File: config.mk
export PLATFORM = sky130hd
export DESIGN_NAME = microcode_loader
export DESIGN_NICKNAME = d
export VERILOG_FILES = /design/src/rtl/ucode_pkg.sv /design/src/rtl/microcode_loader.sv
export SDC_FILE = /design/constraint.sdc
export NUM_CORES = 1
export LEC_CHECK = 0
export BUFFER_PORTS_ARGS = -buffer_cell sky130_fd_sc_hd__buf_2
export CELL_PAD_IN_SITES_DETAIL_PLACEMENT = 1
export CELL_PAD_IN_SITES_GLOBAL_PLACEMENT = 1
export CORE_UTILIZATION = 44
export CTS_CLUSTER_SIZE = 20
export DETAILED_ROUTE_END_ITERATION = 10
export GPL_ROUTABILITY_DRIVEN = 0
export PLACE_DENSITY_LB_ADDON = 0.1
export SLEW_MARGIN = 20
export SYNTH_ARGS = -nofsm -noshare
export SYNTH_HDL_FRONTEND = slang
export SYNTH_SLANG_ARGS = --single-unit
File: constraint.sdc
create_clock -name clk -period 2.6 [get_ports clk]
set_clock_uncertainty 0.1 [all_clocks]
set_input_delay 0.26 -clock clk [delete_from_list [all_inputs] [get_ports clk]]
set_output_delay 0.26 -clock clk [all_outputs]
set_load 0.02 [all_outputs]
File: src/rtl/ucode_pkg.sv
// ucode_pkg: shared constants, instruction field layout and loader state encoding.
// Contents: WORD_W/ADDR_W/HDR, op codes, field LSB positions, state enum, pack_word helper.
package ucode_pkg;
   localparam int         WORD_W    = 26;
   localparam int         ADDR_W    = 9;
   localparam logic [7:0] HDR       = 8'hA5;
   localparam int         DEST_LSB  = 20;
   localparam int         SRC1_LSB  = 14;
   localparam int         OP_LSB    = 12;
   localparam int         TIMES_LSB = 6;
   localparam int         SRC2_LSB  = 0;
   typedef enum logic [1:0] {ADD = 2'd0, SUB = 2'd1, CUBIC = 2'd2, MULT = 2'd3} op_e;
   typedef enum logic [2:0] {IDLE, COUNT, B0, B1, B2, B3, CSUM, START} state_e;
   function automatic logic [WORD_W-1:0] pack_word(input logic [5:0] dest, input logic [5:0] src1,
                                                  input op_e op, input logic [5:0] times,
                                                  input logic [5:0] src2);
      return {dest, src1, op, times, src2};
   endfunction
endpackage

File: src/rtl/microcode_loader.sv
// microcode_loader: unpacks a framed host byte stream into program RAM writes and starts the FSM.
// Ports: clk/reset_n (async active-low); in_data/in_valid/in_ready byte handshake;
//        prog_addr/prog_data/prog_w RAM write port; fsm_reset start pulse; load_done/err frame status.
module microcode_loader
   import ucode_pkg::*;
(
   input  logic              clk,
   input  logic              reset_n,
   input  logic [7:0]        in_data,
   input  logic              in_valid,
   output logic              in_ready,
   output logic [ADDR_W-1:0] prog_addr,
   output logic [WORD_W-1:0] prog_data,
   output logic              prog_w,
   output logic              fsm_reset,
   output logic              load_done,
   output logic              err
);
   state_e            r_state;
   logic              r_ready;
   logic              r_prog_w;
   logic              r_fsm_reset;
   logic              r_load_done;
   logic              r_err;
   logic [ADDR_W-1:0] r_addr;
   logic [WORD_W-1:0] r_data;
   logic [17:0]       r_sh;
   logic [7:0]        r_csum;
   logic [7:0]        r_n;
   logic [7:0]        r_idx;
   logic              w_hs;
   logic [7:0]        w_csum_nxt;
   assign w_hs       = in_valid && r_ready;
   assign w_csum_nxt = r_csum ^ in_data;
   always_ff @(posedge clk or negedge reset_n) begin
      if (!reset_n) begin
         r_state     <= IDLE;
         r_ready     <= 1'b0;
         r_prog_w    <= 1'b0;
         r_fsm_reset <= 1'b0;
         r_load_done <= 1'b0;
         r_err       <= 1'b0;
         r_addr      <= '0;
         r_data      <= '0;
         r_sh        <= '0;
         r_csum      <= '0;
         r_n         <= '0;
         r_idx       <= '0;
      end else begin
         r_prog_w    <= 1'b0;
         r_fsm_reset <= 1'b0;
         r_ready     <= 1'b1;
         case (r_state)
            IDLE: if (w_hs && in_data == HDR) begin
               r_state     <= COUNT;
               r_load_done <= 1'b0;
               r_err       <= 1'b0;
               r_idx       <= '0;
               r_csum      <= '0;
            end
            COUNT: if (w_hs) begin
               r_state <= (in_data == 8'd0) ? IDLE : B0;
               r_err   <= (in_data == 8'd0);
               r_n     <= in_data;
            end
            // Only two payload bits exist in byte 0; anything above them aborts the frame.
            B0: if (w_hs) begin
               r_state       <= (in_data[7:2] != 6'd0) ? IDLE : B1;
               r_err         <= (in_data[7:2] != 6'd0);
               r_sh[17:16]   <= in_data[1:0];
               r_csum        <= w_csum_nxt;
            end
            B1: if (w_hs) begin
               r_state     <= B2;
               r_sh[15:8]  <= in_data;
               r_csum      <= w_csum_nxt;
            end
            B2: if (w_hs) begin
               r_state    <= B3;
               r_sh[7:0]  <= in_data;
               r_csum     <= w_csum_nxt;
            end
            B3: if (w_hs) begin
               r_state  <= (r_idx + 8'd1 == r_n) ? CSUM : B0;
               r_data   <= {r_sh, in_data};
               r_addr   <= ADDR_W'(r_idx);
               r_prog_w <= 1'b1;
               r_idx    <= r_idx + 8'd1;
               r_csum   <= w_csum_nxt;
            end
            // A match drops in_ready for the one-cycle START bubble that carries the pulse.
            CSUM: if (w_hs) begin
               r_state     <= (in_data == r_csum) ? START : IDLE;
               r_err       <= (in_data != r_csum);
               r_fsm_reset <= (in_data == r_csum);
               r_load_done <= (in_data == r_csum);
               r_ready     <= (in_data != r_csum);
            end
            START: r_state <= IDLE;
            default: r_state <= IDLE;
         endcase
      end
   end
   assign in_ready  = r_ready;
   assign prog_addr = r_addr;
   assign prog_data = r_data;
   assign prog_w    = r_prog_w;
   assign fsm_reset = r_fsm_reset;
   assign load_done = r_load_done;
   assign err       = r_err;
endmodule

==> results of run 1 <==
-- through the flow --
step	std cells	area, um^2
after floorplan	413	3940
after global placement	554	4300
after detailed placement	554	4300
after CTS	571	4510
after global routing	571	4510
final	571	4510
-- layout make-up --
class                      count  area [um^2]
multi-input combinational    294         1690
inverter                       8         30.0
sequential                    84         2100
clock buffer                  10          128
clock inverter                 6         73.8
tap                          108          135
timing repair buffer          61          353
fill                        1031         4170
-- cells in the final DEF (no fill, tap or decap), types with 2 or more instances in the layout --
cell type | Yosys | routed
sky130_fd_sc_hd__buf_2 | 3 | 48
sky130_fd_sc_hd__nor2b_1 | 4 | 4
sky130_fd_sc_hd__nand4_1 | 4 | 4
sky130_fd_sc_hd__clkbuf_8 | 0 | 9
sky130_fd_sc_hd__nand3_1 | 6 | 6
sky130_fd_sc_hd__o22ai_1 | 2 | 2
sky130_fd_sc_hd__buf_4 | 1 | 11
sky130_fd_sc_hd__dfrtp_1 | 84 | 84
sky130_fd_sc_hd__xnor2_1 | 12 | 12
sky130_fd_sc_hd__a21oi_1 | 7 | 7
sky130_fd_sc_hd__nor4_1 | 5 | 5
sky130_fd_sc_hd__xor2_1 | 4 | 4
sky130_fd_sc_hd__o31ai_1 | 6 | 6
sky130_fd_sc_hd__nand2b_1 | 10 | 10
sky130_fd_sc_hd__a31oi_1 | 3 | 3
sky130_fd_sc_hd__ha_1 | 4 | 4
sky130_fd_sc_hd__inv_1 | 8 | 8
sky130_fd_sc_hd__clkinvlp_4 | 0 | 2
sky130_fd_sc_hd__and2_1 | 2 | 2
sky130_fd_sc_hd__o211a_1 | 2 | 2
sky130_fd_sc_hd__clkinv_4 | 0 | 2
sky130_fd_sc_hd__or3_1 | 3 | 3
sky130_fd_sc_hd__o211ai_1 | 2 | 2
sky130_fd_sc_hd__nor2_1 | 14 | 14
sky130_fd_sc_hd__mux2_2 | 27 | 27
sky130_fd_sc_hd__o21ai_1 | 6 | 6
sky130_fd_sc_hd__o21ai_0 | 27 | 27
sky130_fd_sc_hd__nand2_1 | 121 | 121
sky130_fd_sc_hd__or4_1 | 2 | 2
sky130_fd_sc_hd__nor3_1 | 6 | 6
sky130_fd_sc_hd__nor3_2 | 2 | 2
-- worst max path at each step --
stage	from	slack, ns	endpoint	depth (start not counted)
2_1_floorplan	r_state[1]$_DFFE_PN0P_	0.46	r_csum[0]$_DFFE_PN0P_	8
3_3_place_gp	in_data[3]	0.32	r_idx[4]$_DFFE_PN0P_	6
3_5_place_dp	in_data[3]	0.30	r_idx[6]$_DFFE_PN0P_	6
4_1_cts	r_state[2]$_DFFE_PN0P_	0.37	r_state[2]$_DFFE_PN0P_	7
5_1_grt	r_state[2]$_DFFE_PN0P_	0.18	r_state[2]$_DFFE_PN0P_	7
6_report	r_state[2]$_DFFE_PN0P_	0.37	r_state[2]$_DFFE_PN0P_	7
-- power breakdown --
part / internal, mW / leakage (nW) / switching (mW) / total, mW
clock: 0.454 / 0.0946 / 0.511 / 0.966
combinational: 0.615 / 1.07 / 0.803 / 1.42
sequential: 1.68 / 1.12 / 0.297 / 1.98
-- sequential cells by signal, indices dropped and copies added, names as in the netlist --
| register | cells |
|---|---|
| prog_data | 26 |
| r_sh | 18 |
| prog_addr | 8 |
| r_csum | 8 |
| r_idx | 8 |
| r_n | 8 |
| r_state | 3 |
| err | 1 |
| fsm_reset | 1 |
| in_ready | 1 |
| load_done | 1 |
| prog_w | 1 |
-- logic make-up (layout without fill, tap and decap cells) --
| kind of cell | count (synthesis) | in the layout | synth area share (%) |
|---|---|---|---|
| flip-flops | 84 | 84 | 53.4 |
| AO/OA/AOI/OAI | 63 | 63 | 9.72 |
| XOR/XNOR | 16 | 16 | 3.56 |
| multiplexers | 27 | 27 | 7.72 |
| AND/OR/NAND/NOR | 183 | 183 | 20.6 |
| buffers and inverters | 35 | 85 | 3.72 |
| adder cells (fa/ha/maj) | 4 | 4 | 1.27 |
| other | 1 | 1 | 0.0952 |
-- layer usage --
layer / wire length, um / GRT usage [%] / up-vias
li1: - / - / 1474
met1: 4610 / 31.2 / 1572
met2: 4810 / 36.9 / 55
met3: 262 / 3.32 / 11
met4: 138 / 8.27 / 0
met5: 0 / 0 / -
-- synth_stat cells (4+ instances only) --
master / n / area, um^2
sky130_fd_sc_hd__nand3_1: 6 / 30.0
sky130_fd_sc_hd__xnor2_1: 12 / 105
sky130_fd_sc_hd__nor2b_1: 4 / 25.0
sky130_fd_sc_hd__xor2_1: 4 / 35.0
sky130_fd_sc_hd__mux2_2: 27 / 304
sky130_fd_sc_hd__o21ai_1: 6 / 30.0
sky130_fd_sc_hd__a21oi_1: 7 / 35.0
sky130_fd_sc_hd__o21ai_0: 27 / 135
sky130_fd_sc_hd__nor2_1: 14 / 52.6
sky130_fd_sc_hd__nand2_1: 121 / 454
sky130_fd_sc_hd__inv_1: 8 / 30.0
sky130_fd_sc_hd__nand4_1: 4 / 25.0
sky130_fd_sc_hd__ha_1: 4 / 50.1
sky130_fd_sc_hd__o31ai_1: 6 / 45.0
sky130_fd_sc_hd__dfrtp_1: 84 / 2100
sky130_fd_sc_hd__nand2b_1: 10 / 62.6
sky130_fd_sc_hd__clkbuf_1: 19 / 71.3
sky130_fd_sc_hd__nor3_1: 6 / 30.0
sky130_fd_sc_hd__nor4_1: 5 / 31.3
-- timing repair --
action,CTS,global route
endpoints found under the setup margin,0,0
endpoints found under the hold margin,40,0
hold buffers,1,0
-- worst max-delay path, stage by stage, from the launching register on --
cell and delay [ns]:
sky130_fd_sc_hd__dfrtp_1 0.64, sky130_fd_sc_hd__inv_1 0.22, sky130_fd_sc_hd__ha_1 0.23, sky130_fd_sc_hd__nor3_1 0.19
sky130_fd_sc_hd__o21ai_0 0.23, sky130_fd_sc_hd__o21ai_0 0.22, sky130_fd_sc_hd__o31ai_1 0.09, sky130_fd_sc_hd__a31o_2 0.21
==> impl_metrics.json, run 1 <==
{
  "grt.overflow.total": 0,
  "r2r-end": "r_state[2]$_DFFE_PN0P_",
  "asyncSetResetFlopFracSynth_pct": 100,
  "post_cts_resize_count": 0,
  "wire_length_of_the_first_global_routing_pass_um": 16900,
  "dr.first_iter.drc_count": 97,
  "hpwl_um": 6480,
  "post-layout-total-power_mw": 4.36,
  "setup_viol_count_final": 0,
  "number_of_antenna_violations_at_the_first_check_in_global_routing": 0,
  "holdPathStages": 3,
  "endpoint_kind": "flop",
  "cts_made_buffers": 9,
  "reg2reg_setup_slack_ns": 0.37,
  "synthDistinctLibCells": 44,
  "num_rows": 34,
  "critical_path_peak_fanout": 15,
  "synth-edff-count": 0,
  "synthesis_warnings": 0,
  "drtPass1Iterations": 4,
  "antenna_cells_inserted": 0,
  "ctsHtreeMaxLevel": 3,
  "synth_sequential_area_ratio_pct": 53.4,
  "clk_pin_slew_worst_paths_ns": 0.10,
  "holdCritStartpoint": "in_data[3]",
  "clk-insertion-delay-late_ns": 0.36,
  "place.port_buffers": 49,
  "drtAntennaViolNets": 0,
  "slew_headroom_pct": 59.8,
  "worst_slew_pin_slew_ns": 0.597,
  "netlist_instances": 413,
  "finalHoldViolations": 0,
  "hold_class": "in2reg",
  "fin_worst_hold_slack_ns": 0.106,
  "ys_seq_elements": 84,
  "layout-drive-gt1-share_pct": 23.1,
  "total_wire_length_after_detailed_routing_um": 9820,
  "layout_min_cycle_time_ns": 2.23,
  "reg2reg_from": "r_state[2]$_DFFE_PN0P_",
  "worst_r2r_path_depth": 7,
  "first_global_vias": 3290,
  "grt_setup_unrepaired": "no",
  "chipHeight_um": 96.6,
  "critical_path_at_ns": 2.38,
  "post-route-util_pct": 52.0,
  "floorplan.die_area_um2": 9340,
  "synth_top_flop_cell": "sky130_fd_sc_hd__dfrtp_1",
  "pin_count_of_the_biggest_net_entering_global_routing": 45,
  "via_per_inst": 5.45,
  "worst-endpoint-required_ns": 2.75,
  "worstHoldEndpoint": "prog_data[3]$_DFFE_PN0P_",
  "power.leakage_nw": 2.29,
  "pre_cts_ws_ns": 0.300,
  "cts_root_buf": "sky130_fd_sc_hd__clkbuf_8",
  "die_width_um": 96.6,
  "power.ir.vdd_worst_v": 0.000512,
  "type_of_the_setup_path_with_the_least_slack": "reg2reg",
  "result_of_the_run": "finished clean",
  "fp.coreArea_um2": 8680,
  "cts.repair_timing.setup_buffer_count": 0,
  "maxClockFrequency_mhz": 448,
  "post_synth_instance_area_um2": 3940,
  "finalSetupTns_ns": 0,
  "routed-via-count": 3112,
  "start_util_pct": 45.4,
  "net_count_final": 473,
  "cts_tree": "built",
  "powerDensity_nw_per_um2": 966,
  "final-max-slew-violation-count": 0,
  "timing.final.ws_setup_ns": 0.366,
  "drcViolationCount": 0,
  "final_min_period_over_clock_period_pct": 85.9,
  "max_cap_check_violation_count": 0,
  "numClockSinks": 84,
  "area_delta_synth_final_pct": 14.5,
  "io_pins": 51,
  "track_usage_pct": 22.8,
  "wl_per_cell_um": 17.2,
  "worstSetupStartpointType": "flop",
  "synth.net_count": 428,
  "ctsLongestPathBuffers": 2,
  "synthesis.area_per_instance_um2": 9.54
}
(Power assumes the default switching activity.)
==> run 2: changes to the inputs <==
BUFFER_PORTS_ARGS = -buffer_cell sky130_fd_sc_hd__clkbuf_2   (was -buffer_cell sky130_fd_sc_hd__buf_2)
RECOVER_POWER = 25   (was unset)
==> run 2 against run 1 <==
Compared with the run above:
- critical path depth is 1 lower
- final cell count is 0.70% higher
- sequential power hardly changed
- critical path type unchanged
==> impl_metrics.json, run 2 (synthesis results as in run 1) <==
{
  "layout_min_cycle_time_ns": 2.10,
  "finalHoldViolations": 0,
  "finalSetupTns_ns": 0,
  "wl_per_cell_um": 16.8,
  "worst_slew_pin_slew_ns": 1.06,
  "ctsHtreeMaxLevel": 3,
  "critical_path_at_ns": 2.25,
  "dr.first_iter.drc_count": 121,
  "floorplan.die_area_um2": 9340,
  "power.ir.vdd_worst_v": 0.000407,
  "track_usage_pct": 22.1,
  "type_of_the_setup_path_with_the_least_slack": "reg2reg",
  "antenna_cells_inserted": 0,
  "clk_pin_slew_worst_paths_ns": 0.09,
  "holdPathStages": 3,
  "routed-via-count": 3099,
  "io_pins": 51,
  "cts_root_buf": "sky130_fd_sc_hd__clkbuf_8",
  "slew_headroom_pct": 29.2,
  "final_min_period_over_clock_period_pct": 80.6,
  "routed-wl-met3_um": 241,
  "drcViolationCount": 0,
  "numClockSinks": 84,
  "start_util_pct": 45.4,
  "die_width_um": 96.6,
  "cts_tree": "built",
  "top_layer_used": "met4",
  "worst-endpoint-required_ns": 2.75,
  "place.detailed.instances": 558,
  "setup_viol_count_final": 0,
  "grt.overflow.total": 0,
  "met2RoutedLength_um": 4610,
  "max_cap_check_violation_count": 0,
  "endpoint_kind": "flop",
  "layout_common_cells": "121 x sky130_fd_sc_hd__nand2_1, 84 x sky130_fd_sc_hd__dfrtp_1, 48 x sky130_fd_sc_hd__clkbuf_2",
  "timing.final.ws_setup_ns": 0.504,
  "flip_flop_count_of_the_largest_register_after_layout": 26,
  "cts.repair_timing.setup_buffer_count": 0,
  "layout.cells.most_common": "sky130_fd_sc_hd__nand2_1",
  "crit_chain": "ha_1, and3_1, nand3_1, xor2_1, o211a_1, a31o_2",
  "fp.coreArea_um2": 8680,
  "timing.critical_path.slowest_cell_delay_ns": 0.48,
  "fillerInstances": 1008,
  "post_cts_resize_count": 0,
  "hpwl_um": 6620,
  "drtAntennaViolNets": 0,
  "layout-drive-gt1-share_pct": 23.8,
  "final-instance-count-excl-fill": 575,
  "fin_worst_hold_slack_ns": 0.144,
  "cts_made_buffers": 9,
  "chipHeight_um": 96.6,
  "worst_r2r_path_depth": 6,
  "cp_slowest_cell": "sky130_fd_sc_hd__dfrtp_1",
  "worstSetupStartpointType": "flop",
  "pre_cts_ws_ns": 0.264,
  "ctsLongestPathBuffers": 2,
  "place.port_buffers": 49,
  "maxClockFrequency_mhz": 477,
  "clk-insertion-delay-late_ns": 0.37,
  "wire_length_of_the_first_global_routing_pass_um": 16300,
  "power.leakage_nw": 2.28,
  "powerDensity_nw_per_um2": 982,
  "critical_path_peak_fanout": 7,
  "placed_instance_area_um2": 4330,
  "num_rows": 34,
  "reg2reg_setup_slack_ns": 0.50,
  "grt_setup_unrepaired": "no",
  "via_per_inst": 5.39,
  "m1WireLength_um": 4640,
  "fin_area_um2": 4560,
  "number_of_antenna_violations_at_the_first_check_in_global_routing": 0,
  "final-max-slew-violation-count": 0,
  "drtPass1Iterations": 4,
  "net_count_final": 477,
  "post-route-util_pct": 52.5,
  "pin_count_of_the_biggest_net_entering_global_routing": 44,
  "post-layout-total-power_mw": 4.47,
  "hold_class": "in2reg",
  "result_of_the_run": "finished clean",
  "area_delta_synth_final_pct": 15.6,
  "total_wire_length_after_detailed_routing_um": 9650,
  "first_global_vias": 3172
}
==> run 2: cell count changes in the layout (fill, tap and decap cells not counted), sizes merged <==
| cell | before | now |
|---|---|---|
| inv | 9 | 10 |
| buf | 60 | 14 |
| clkinv | 2 | 0 |
| clkbuf | 10 | 60 |
| bufinv | 1 | 2 |
==> run 2: timing repair <==
| action | in CTS | in global routing |
|---|---|---|
| setup endpoints to repair | 0 | 0 |
| endpoints found under the hold margin | 41 | 0 |
| hold buffers | 1 | 0 |
==> run 2: final cells by class <==
cell class	instances	area, um^2	share of cell area, %
well taps	108	135	2.97
repair buffers	65	367	8.05
flip-flops and latches	84	2100	46.1
clock inverters	6	92.6	2.03
inverters	8	30.0	0.659
multi-input cells	294	1690	37.1
clock buffers	10	138	3.02
==> run 2: worst max-delay path: cells and delay by family (launching register included) <==
family	cells	cell delay, ns
compound gates	2	0.45
simple gates	2	0.49
flops	1	0.48
xor+xnor	1	0.18
fa+ha+maj	1	0.30
==> run 2: metal layers <==
| layer | vias to the layer above | track usage (%) |
|---|---|---|
| li1 | 1488 | - |
| met1 | 1555 | 30.2 |
| met2 | 46 | 35.4 |
| met3 | 10 | 3.54 |
| met4 | 0 | 8.27 |
| met5 | - | 0 |
==> run 2: where the power goes <==
group	internal, mW	leakage (nW)	switching, mW
combinational	0.620	1.05	0.785
clock	0.574	0.110	0.510
sequential	1.68	1.12	0.303
==> run 2: final timing paths <==
path,start,end
setup / recovery,r_idx[0]$_DFFE_PN0P_,r_state[2]$_DFFE_PN0P_
hold / removal,in_data[4],prog_data[4]$_DFFE_PN0P_
setup reg to reg,r_idx[0]$_DFFE_PN0P_,r_state[2]$_DFFE_PN0P_
hold reg to reg,r_sh[16]$_DFFE_PN0P_,prog_data[24]$_DFFE_PN0P_
max in group asynchronous,reset_n,r_state[2]$_DFFE_PN0P_
min in group asynchronous,reset_n,prog_data[18]$_DFFE_PN0P_
==> run 3: changes to the inputs <==
ABC_AREA = 1   (was unset)
CORE_UTILIZATION = 39   (was 44)
clock period = 1.9 ns   (was 2.6 ns; I/O delays follow)
==> run 3 against run 2 <==
Compared with the run above:
- clock power up 36%
- wire length down 1.2%
- flip-flop and latch count unchanged
- worst setup slack worse by 0.34 ns
- utilization down 3.6 points
- via count up 1.1%
- hold slack worse by 0.076 ns
- first-iteration DRC count down 46%
- maximum frequency up 21%
- sequential power up 43%
- global-route usage down 1.0 points
- count of clock-buffer cells in the layout down 1
- largest power group unchanged
==> impl_metrics.json, run 3 <==
{
  "final-max-slew-violation-count": 0,
  "fp.coreArea_um2": 9330,
  "type_of_the_setup_path_with_the_least_slack": "reg2reg",
  "max_cap_check_violation_count": 0,
  "number_of_antenna_violations_at_the_first_check_in_global_routing": 0,
  "worst_slew_pin_slew_ns": 0.991,
  "synthesis.area_per_instance_um2": 8.45,
  "hpwl_um": 6740,
  "clk-insertion-delay-late_ns": 0.35,
  "final_min_period_over_clock_period_pct": 91.3,
  "pin_count_of_the_biggest_net_entering_global_routing": 40,
  "io_pins": 51,
  "start_util_pct": 40.8,
  "place.port_buffers": 49,
  "critical_path_at_ns": 1.89,
  "netlist_instances": 450,
  "dr.first_iter.drc_count": 65,
  "floorplan.die_area_um2": 10100,
  "post_synth_instance_area_um2": 3800,
  "layout_min_cycle_time_ns": 1.73,
  "finalHoldViolations": 0,
  "ys_seq_elements": 84,
  "die_width_um": 101,
  "ctsHtreeMaxLevel": 3,
  "layout_common_cells": "158 x sky130_fd_sc_hd__nand2_1, 81 x sky130_fd_sc_hd__dfrtp_1, 49 x sky130_fd_sc_hd__clkbuf_2",
  "net_count_final": 530,
  "hold_class": "in2reg",
  "synth.top_cells.by_area": "sky130_fd_sc_hd__dfrtp_1 55%, sky130_fd_sc_hd__nand2_1 16%, sky130_fd_sc_hd__o21ai_0 4.9%, sky130_fd_sc_hd__inv_1 3.7%, sky130_fd_sc_hd__nor2_1 3.2%",
  "multi_input_area_um2": 1500,
  "maxClockFrequency_mhz": 577,
  "synth_top_flop_cell": "sky130_fd_sc_hd__dfrtp_1",
  "total_wire_length_after_detailed_routing_um": 9530,
  "yosys.area.top_type_share_pct": 55.3,
  "post-layout-total-power_mw": 6.68,
  "chipHeight_um": 101,
  "grt.overflow.total": 0,
  "track_usage_pct": 21.1,
  "worst-endpoint-required_ns": 2.06,
  "antenna_cells_inserted": 0,
  "wl_per_cell_um": 14.7,
  "synthMostInstantiatedCell": "sky130_fd_sc_hd__nand2_1",
  "layout-drive-gt1-share_pct": 20.6,
  "ctsLongestPathBuffers": 2,
  "synthesis_warnings": 0,
  "layout.cells.most_common": "sky130_fd_sc_hd__nand2_1",
  "routed-via-count": 3133,
  "cts_made_buffers": 9,
  "drtAntennaViolNets": 0,
  "synthDistinctLibCells": 34,
  "first_global_vias": 3233,
  "fillerInstances": 1162,
  "critical_path_peak_fanout": 16,
  "flip_flop_count_of_the_largest_register_after_layout": 26,
  "drtPass1Iterations": 4,
  "clk_pin_slew_worst_paths_ns": 0.09,
  "slew_headroom_pct": 34.0,
  "post-synth-top-area-cell": "sky130_fd_sc_hd__dfrtp_1",
  "power.ir.vdd_worst_v": 0.000614,
  "setup_viol_count_final": 0,
  "asyncSetResetFlopFracSynth_pct": 100,
  "post_synth_most_frequent_cells": "159 x sky130_fd_sc_hd__nand2_1, 84 x sky130_fd_sc_hd__dfrtp_1, 37 x sky130_fd_sc_hd__inv_1, 37 x sky130_fd_sc_hd__o21ai_0, 32 x sky130_fd_sc_hd__nor2_1",
  "num_rows": 35,
  "placed_instance_area_um2": 4250,
  "area_delta_synth_final_pct": 19.9,
  "wire_length_of_the_first_global_routing_pass_um": 16200,
  "result_of_the_run": "finished clean",
  "synth.net_count": 465,
  "via_per_inst": 4.83,
  "numClockSinks": 84,
  "synth-edff-count": 0,
  "layout.area.seq_um2": 2110,
  "timing.final.ws_setup_ns": 0.166,
  "drcViolationCount": 0,
  "powerDensity_nw_per_um2": 1460,
  "cts_root_buf": "sky130_fd_sc_hd__clkbuf_8",
  "synth_sequential_area_ratio_pct": 55.3,
  "worstSetupStartpointType": "flop",
  "place.detailed.instances": 628,
  "finalSetupTns_ns": 0,
  "pre_cts_ws_ns": 0.0633,
  "grt_setup_unrepaired": "no",
  "fin_area_um2": 4560,
  "endpoint_kind": "flop",
  "power.leakage_nw": 2.28,
  "final-instance-count-excl-fill": 649,
  "cts_tree": "built"
}
run 3: worst paths after layout:
| check | from | endpoint | slack [ns] | cells past startpoint |
|---|---|---|---|---|
| max in group asynchronous | reset_n | r_n[1]$_DFFE_PN0P_ | 0.42 | 3 |
| setup reg to reg | r_state[2]$_DFFE_PN0P_ | r_csum[3]$_DFFE_PN0P_ | 0.17 | 6 |
| setup / recovery | r_state[2]$_DFFE_PN0P_ | r_csum[3]$_DFFE_PN0P_ | 0.17 | 6 |
| min in group asynchronous | reset_n | prog_data[6]$_DFFE_PN0P_ | 0.44 | 2 |
| hold / removal | in_valid | fsm_reset$_DFF_PN0_ | 0.07 | 3 |
| hold reg to reg | prog_data[8]$_DFFE_PN0P_ | prog_data[8]$_DFFE_PN0P_ | 0.38 | 2 |
run 3: timing repair:
| action | in CTS | in global routing |
|---|---|---|
| setup endpoints to repair | 0 | 33 |
| resized for setup | 0 | 11 |
| hold buffers | 1 | 0 |
| setup buffers | 0 | 4 |
| endpoints found under the hold margin | 32 | 0 |
run 3: through the flow:
step / hold WS (ns) / utilization [%]
after global placement: 0.0890 / 45.6
after detailed placement: 0.0943 / 45.6
final: 0.0689 / 48.9
after CTS: 0.0606 / 48.1
after global routing: 0.0859 / 48.9
after floorplan: -0.206 / -
run 3: report_power, final:
part           internal (mW)  leakage [nW]  switching [mW]  total, mW
registers               2.42          1.10           0.408       2.83
logic                  0.901          1.06            1.48       2.38
clock network          0.764         0.113           0.708       1.47
total                   4.08          2.28            2.59       6.68
run 3: layout make-up:
cell class,count,area share [%]
clock buffer,9,2.72
inverter,42,3.51
tap,129,3.54
sequential,84,46.2
timing repair buffer,67,8.84
multi-input combinational,311,32.9
clock inverter,7,2.31
run 3: cell families (layout without fill, tap and decap cells):
| group | Yosys count | count (layout) | share of synthesized area (%) |
|---|---|---|---|
| AND/OR/NAND/NOR | 227 | 227 | 24.4 |
| flip-flops | 84 | 84 | 55.3 |
| AO/OA/AOI/OAI | 70 | 70 | 10.8 |
| buffers and inverters | 55 | 125 | 5.99 |
| XOR/XNOR | 9 | 9 | 2.07 |
| adder cells (fa/ha/maj) | 4 | 4 | 1.32 |
| other | 1 | 1 | 0.0986 |
run 3: routing by layer:
metal | wire length (um) | share of wire (%) | vias up | global-route usage, %
met5 | 0 | 0 | - | 0
met4 | 119 | 1.2 | 0 | 7.02
met3 | 242 | 2.5 | 10 | 2.57
met2 | 4480 | 47 | 50 | 34.1
met1 | 4690 | 49 | 1521 | 29.5
li1 | - | - | 1552 | -
run 3: worst max-delay path, stage by stage, from the launching register on:
cell                       delay (ns)
sky130_fd_sc_hd__dfrtp_2         0.48
sky130_fd_sc_hd__ha_1            0.38
sky130_fd_sc_hd__nor2_1          0.10
sky130_fd_sc_hd__a211oi_4        0.22
sky130_fd_sc_hd__buf_6           0.19
sky130_fd_sc_hd__nand2_1         0.07
sky130_fd_sc_hd__o21ai_0         0.09
